`config.mk`:
```
export PLATFORM = sky130hd
export DESIGN_NAME = mem_bus_arbiter
export DESIGN_NICKNAME = d
export VERILOG_FILES = /design/src/rtl/mem_arb_pkg.sv /design/src/rtl/mem_bus_arbiter_rr_pick.sv /design/src/rtl/mem_bus_arbiter.sv
export SDC_FILE = /design/constraint.sdc
export NUM_CORES = 1
export LEC_CHECK = 0
export ABC_AREA = 1
export CAP_MARGIN = 30
export CORE_MARGIN = 3
export CORE_UTILIZATION = 38
export DETAILED_ROUTE_END_ITERATION = 7
export PLACE_DENSITY = 0.88
export SLEW_MARGIN = 10
export SYNTH_ARGS = -nofsm -noshare
export SYNTH_HDL_FRONTEND = slang
export SYNTH_HIERARCHICAL = 1
export SYNTH_SLANG_ARGS = --single-unit
```
`constraint.sdc`:
```
create_clock -name clk -period 2 [get_ports clk]
set_clock_uncertainty 0.2 [all_clocks]
set_input_delay 0.2 -clock clk [delete_from_list [all_inputs] [get_ports clk]]
set_output_delay 0.2 -clock clk [all_outputs]
set_load 0.05 [all_outputs]
```
`src/rtl/mem_arb_pkg.sv`:
```
// Shared types and default widths for the external memory port arbiter.
package mem_arb_pkg;

  typedef enum logic {
    ARB_IDLE = 1'b0,
    ARB_BUSY = 1'b1
  } arb_state_t;

  localparam int DEF_AW = 16;
  localparam int DEF_DW = 8;

endpackage

```
`src/rtl/mem_bus_arbiter_rr_pick.sv`:
```
// Round-robin picker: rotate requests past ptr, take the lowest set bit, rotate back.
module rr_pick #(
  parameter int N_REQ = 2,
  parameter int PW    = 1
) (
  input  logic [N_REQ-1:0] req,
  input  logic [PW-1:0]    ptr,
  output logic [N_REQ-1:0] gnt,
  output logic             valid
);

  logic [PW:0]          shamt;
  logic [2*N_REQ-1:0]   rot_wide;
  logic [2*N_REQ-1:0]   back_wide;
  logic [N_REQ-1:0]     rot;
  logic [N_REQ-1:0]     rot_gnt;

  // Search starts one past the last owner, so shift by ptr+1 (may equal N_REQ).
  assign shamt    = {1'b0, ptr} + 1'b1;
  assign rot_wide = {req, req} >> shamt;
  assign rot      = rot_wide[N_REQ-1:0];

  always_comb begin
    rot_gnt = '0;
    for (int i = N_REQ - 1; i >= 0; i--) begin
      if (rot[i]) begin
        rot_gnt    = '0;
        rot_gnt[i] = 1'b1;
      end
    end
  end

  assign back_wide = {{N_REQ{1'b0}}, rot_gnt} << shamt;
  assign gnt       = back_wide[N_REQ-1:0] | back_wide[2*N_REQ-1:N_REQ];
  assign valid     = |req;

endmodule

```
`src/rtl/mem_bus_arbiter.sv`:
```
// Round-robin arbiter sharing one byte-serial memory sequencer, one transaction per grant.
// Optional MEM_ARB_LOCK_EN adds a lock port that re-grants the owner for atomic RMW.
module mem_bus_arbiter
  import mem_arb_pkg::*;
#(
  parameter int N_REQ = 2,
  parameter int AW    = DEF_AW,
  parameter int DW    = DEF_DW
) (
  input  logic               clk,
  input  logic               rst_n,
  input  logic [N_REQ-1:0]   req,
  input  logic [N_REQ-1:0]   we,
  input  logic [N_REQ*AW-1:0] addr,
  input  logic [N_REQ*DW-1:0] wdata,
  output logic [N_REQ-1:0]   gnt,
  output logic [N_REQ-1:0]   done,
  output logic [DW-1:0]      rdata,
  output logic               m_req,
  output logic               m_we,
  output logic [AW-1:0]      m_addr,
  output logic [DW-1:0]      m_wdata,
  input  logic               m_done,
  input  logic [DW-1:0]      m_rdata
`ifdef MEM_ARB_LOCK_EN
  ,
  input  logic [N_REQ-1:0]   lock
`endif
);

  localparam int PW = (N_REQ > 1) ? $clog2(N_REQ) : 1;

  arb_state_t       state, state_next;
  logic [PW-1:0]    ptr, owner, ptr_after, sel_idx;
  logic [N_REQ-1:0] pick_gnt;
  logic             pick_valid;
  logic             start, finish;
  logic             sel_we;
  logic [AW-1:0]    sel_addr;
  logic [DW-1:0]    sel_wdata;

  rr_pick #(.N_REQ(N_REQ), .PW(PW)) u_pick (
    .req   (req),
    .ptr   (ptr),
    .gnt   (pick_gnt),
    .valid (pick_valid)
  );

  always_comb begin
    sel_we    = 1'b0;
    sel_addr  = '0;
    sel_wdata = '0;
    sel_idx   = '0;
    for (int i = 0; i < N_REQ; i++) begin
      if (pick_gnt[i]) begin
        sel_we    = we[i];
        sel_addr  = addr[i*AW +: AW];
        sel_wdata = wdata[i*DW +: DW];
        sel_idx   = PW'(i);
      end
    end
  end

  // A locked owner parks the pointer just before itself so it wins the next IDLE.
`ifdef MEM_ARB_LOCK_EN
  assign ptr_after = (|(lock & gnt)) ?
                     ((owner == '0) ? PW'(N_REQ - 1) : owner - 1'b1) : owner;
`else
  assign ptr_after = owner;
`endif

  always_comb begin
    state_next = state;
    start      = 1'b0;
    finish     = 1'b0;
    case (state)
      ARB_IDLE: begin
        if (pick_valid) begin
          start      = 1'b1;
          state_next = ARB_BUSY;
        end
      end
      ARB_BUSY: begin
        if (m_done) begin
          finish     = 1'b1;
          state_next = ARB_IDLE;
        end
      end
      default: state_next = ARB_IDLE;
    endcase
  end

  always_ff @(posedge clk or negedge rst_n) begin
    if (!rst_n) begin
      state   <= ARB_IDLE;
      ptr     <= PW'(N_REQ - 1);
      owner   <= '0;
      gnt     <= '0;
      m_req   <= 1'b0;
      m_we    <= 1'b0;
      m_addr  <= '0;
      m_wdata <= '0;
    end else begin
      state <= state_next;
      if (start) begin
        gnt     <= pick_gnt;
        owner   <= sel_idx;
        m_req   <= 1'b1;
        m_we    <= sel_we;
        m_addr  <= sel_addr;
        m_wdata <= sel_wdata;
      end
      if (finish) begin
        m_req <= 1'b0;
        gnt   <= '0;
        ptr   <= ptr_after;
      end
    end
  end

  // Completion is reported in the same cycle as the sequencer's pulse.
  assign done  = (state == ARB_BUSY && m_done) ? gnt : '0;
  assign rdata = (state == ARB_BUSY && m_done) ? m_rdata : '0;

endmodule

```
==> impl_results.md, run 1 <==
* Slowest CP cell: clkdlybuf4s50_1
* Vias per cell at 5.03
* Via count at 1,958
* Ant. Diodes at 0
* Core box area at 4200 sq um
* Dominant delay contributor by cell family on the critical path: buffers and inverters
* WP data arrival at 1460 ps
* Power per standard cell area at 1200 nW/um^2
* Commonest non-fill, non-tap cell in the layout: clkdlybuf4s50_1
* Net Sw Power at 0.00169 W
* Post-Syn Instances at 243
* Register Area at 777 sq um
* Global-route wire length before repair at 9.03 mm
* Setup ws final at 137 ps
* #FFs+latches synth at 31
* Status: finished, final reports clean
* Internal power at 0.00186 W
* Area taken by multi-input logic gates at 781 sq um
* # port buffers at 100
* Detailed Place HPWL at 3.99 mm
* Bufs on Longest Clock Path at 2
* CP Max Fanout at 2
* Vias in the first global route at 1,911
* Net Sw Frac at 0.477
* Yosys warning count at 6
* Clock sink count at 31
* Reg2Reg Setup Slack at 410 ps
* Fraction of final layout cells sized beyond drive strength 1 at 0.0944
* Total CTS buffers at 5
* DR WL/cell at 14.0 microns
* Register area share after synthesis at 0.447
* Final Max Slew Viols at 0
* Sequential Power Share at 0.283
* DIE WIDTH at 73.7 microns
* Power Total at 0.00355 W
* Setup WS pre-CTS at 95.4 ps
* Synth Area per Inst at 7.16 sq um
* Worst Setup Start Kind: flip-flop
* H-Tree Depth at 2
* Die ar. at 5420 sq um
* Slew HR at 0.649
* Drc violations at 0
* RSZ-0062 raised after global routing: no
* Worst stage delay on the critical path at 810 ps
* Initial antenna violation count at 0
* Peak VDD IR at 673 uV
* Commonest cells after routing, fill and taps aside: 90 x clkdlybuf4s50_1, 83 x nand2_1, 35 x nor2_1, 30 x dfrtp_1
* Inst Count DP at 382
* Layout fillers at 332
* Non-filler cells in the finished layout at 389
* CTS clock-pin slew for the worst setup and hold paths at 60 ps
* Post-synth net total at 306
* Clk network pwr share at 0.138
* Worst Setup End Kind: output pin
* Gr ovfl total at 0
* Final Hold Fails at 0
* Critical path data required time at 1600 ps
* Gpl congestion at 0.833
* Area added between synthesis and finish at 70.3%
* Final Cycle Share at 0.932
* Clk_lat worst skew at 280 ps
* Crit path cell chain: clkdlybuf4s50_1
* Combinational fraction of design power at 0.579
* Setup violators final at 0
* Setup_tns at 0 ps
* Pleak at 1.34 nW
* Unique masters post-synth at 14
* Tmin final at 1860 ps
* Post-CTS Setup Inserts at 0
* Chip height at 73.7 microns
* CTS root buf: clkbuf_8
* CTS tree: done
* Final nets at 402
* Fmax at 537 MHz
* DRT iter0 DRCs at 145
* Total I/O pin count at 101
* DRT Wirelength at 5.45 mm
* 1st-pass router iterations at 4
* Detail Route Antenna Nets at 0
* Synthesized cell area at 1740 sq um
* WP buf/inv at 1
* Crit Path Class: flip-flop to output pin
* Resized cells post-CTS at 0
* Rows at 23
* Starting density of the core at 0.414
* Final core occ at 0.705
* Cts hold-fix bufs at 0
* Largest net degree at the start of global routing at 32
* Tot GR Track Use at 0.215
* Worst slew pin tran at 524 ps
* HP Class: primary input to async pin
* Maxcap violations at 0
==> kinds of logic (layout without fill, tap and decap cells) <==
logic type             after synthesis  in the layout  synth area share
AND/OR/NAND/NOR                    169            169             0.420
buffers and inverters               36            132             0.113
flip-flops                          31             31             0.447
AO/OA/AOI/OAI                        7              7            0.0201
==> Yosys cell counts <==
cell type | n | share of area
nand2_1 | 83 | 0.18
nor2_1 | 35 | 0.076
dfrtp_1 | 30 | 0.43
nand3_1 | 25 | 0.072
nand4_1 | 25 | 0.090
inv_1 | 14 | 0.030
buf_2 | 13 | 0.037
buf_6 | 5 | 0.032
o21ai_0 | 5 | 0.014
a21oi_1 | 2 | 0.0058
buf_4 | 2 | 0.0086
inv_2 | 2 | 0.0043
dfstp_2 | 1 | 0.015
nand2_2 | 1 | 0.0036
==> state kept, by name, summed over array words and instances, names as in the netlist <==
| signal | cells |
|---|---|
| ptr | 1 |
| owner | 1 |
| m_we | 1 |
| m_req | 1 |
| gnt | 2 |
| state | 1 |
| m_addr | 16 |
| m_wdata | 8 |
==> per-layer routing <==
metal  wire length [microns]  GRT usage  share of wire
met1                    2240      0.278           0.41
met2                    2710      0.348           0.50
met3                     464     0.0657          0.085
met4                      34     0.0563         0.0062
met5                       0          0              0
==> path summary, 6_finish.rpt <==
kind,endpoint,cells past startpoint,startpoint
max reg2reg,m_wdata[1],7,ptr
min reg2reg,m_req,2,m_req
max in group asynchronous,ptr,2,rst_n
min in group clk,m_req,2,m_req
max,m_addr[4],1,m_addr[4]
min,m_addr[2],2,rst_n
==> cell type report <==
type / instances / share of cell area
Clock buffer: 6 / 0.0279
Multi-Input combinational cell: 176 / 0.264
Sequential cell: 31 / 0.262
Tap cell: 50 / 0.0211
Inverter: 16 / 0.0203
Clock inverter: 1 / 0.00169
Timing Repair Buffer: 109 / 0.403
==> power groups by stage <==
stage	Combinational, W	Sequential [W]	Clock [W]
floorplan	0.000579	0.00170	0
global placement	0.00203	0.00100	0
detailed placement	0.00206	0.00100	0
CTS	0.00206	0.00100	0.000508
global route	0.00217	0.00103	0.000541
finish	0.00205	0.00101	0.000491
==> per-stage QoR <==
stage | hold slack (ps) | cell area (sq um)
detailed placement | 281 | 2870
finish | 114 | 2960
floorplan | -296 | 1740
CTS | 126 | 2960
global route | 143 | 2960
global placement | 256 | 2870
Power figures use the tool's default switching activity.
==> inputs of run 2 (changes only) <==
- GPL_ROUTABILITY_DRIVEN: unset -> 0
- SKIP_CTS_REPAIR_TIMING: unset -> 1
==> results of run 2 <==
Same layout as run 1: the final DEF is identical, and so are final timing and power.
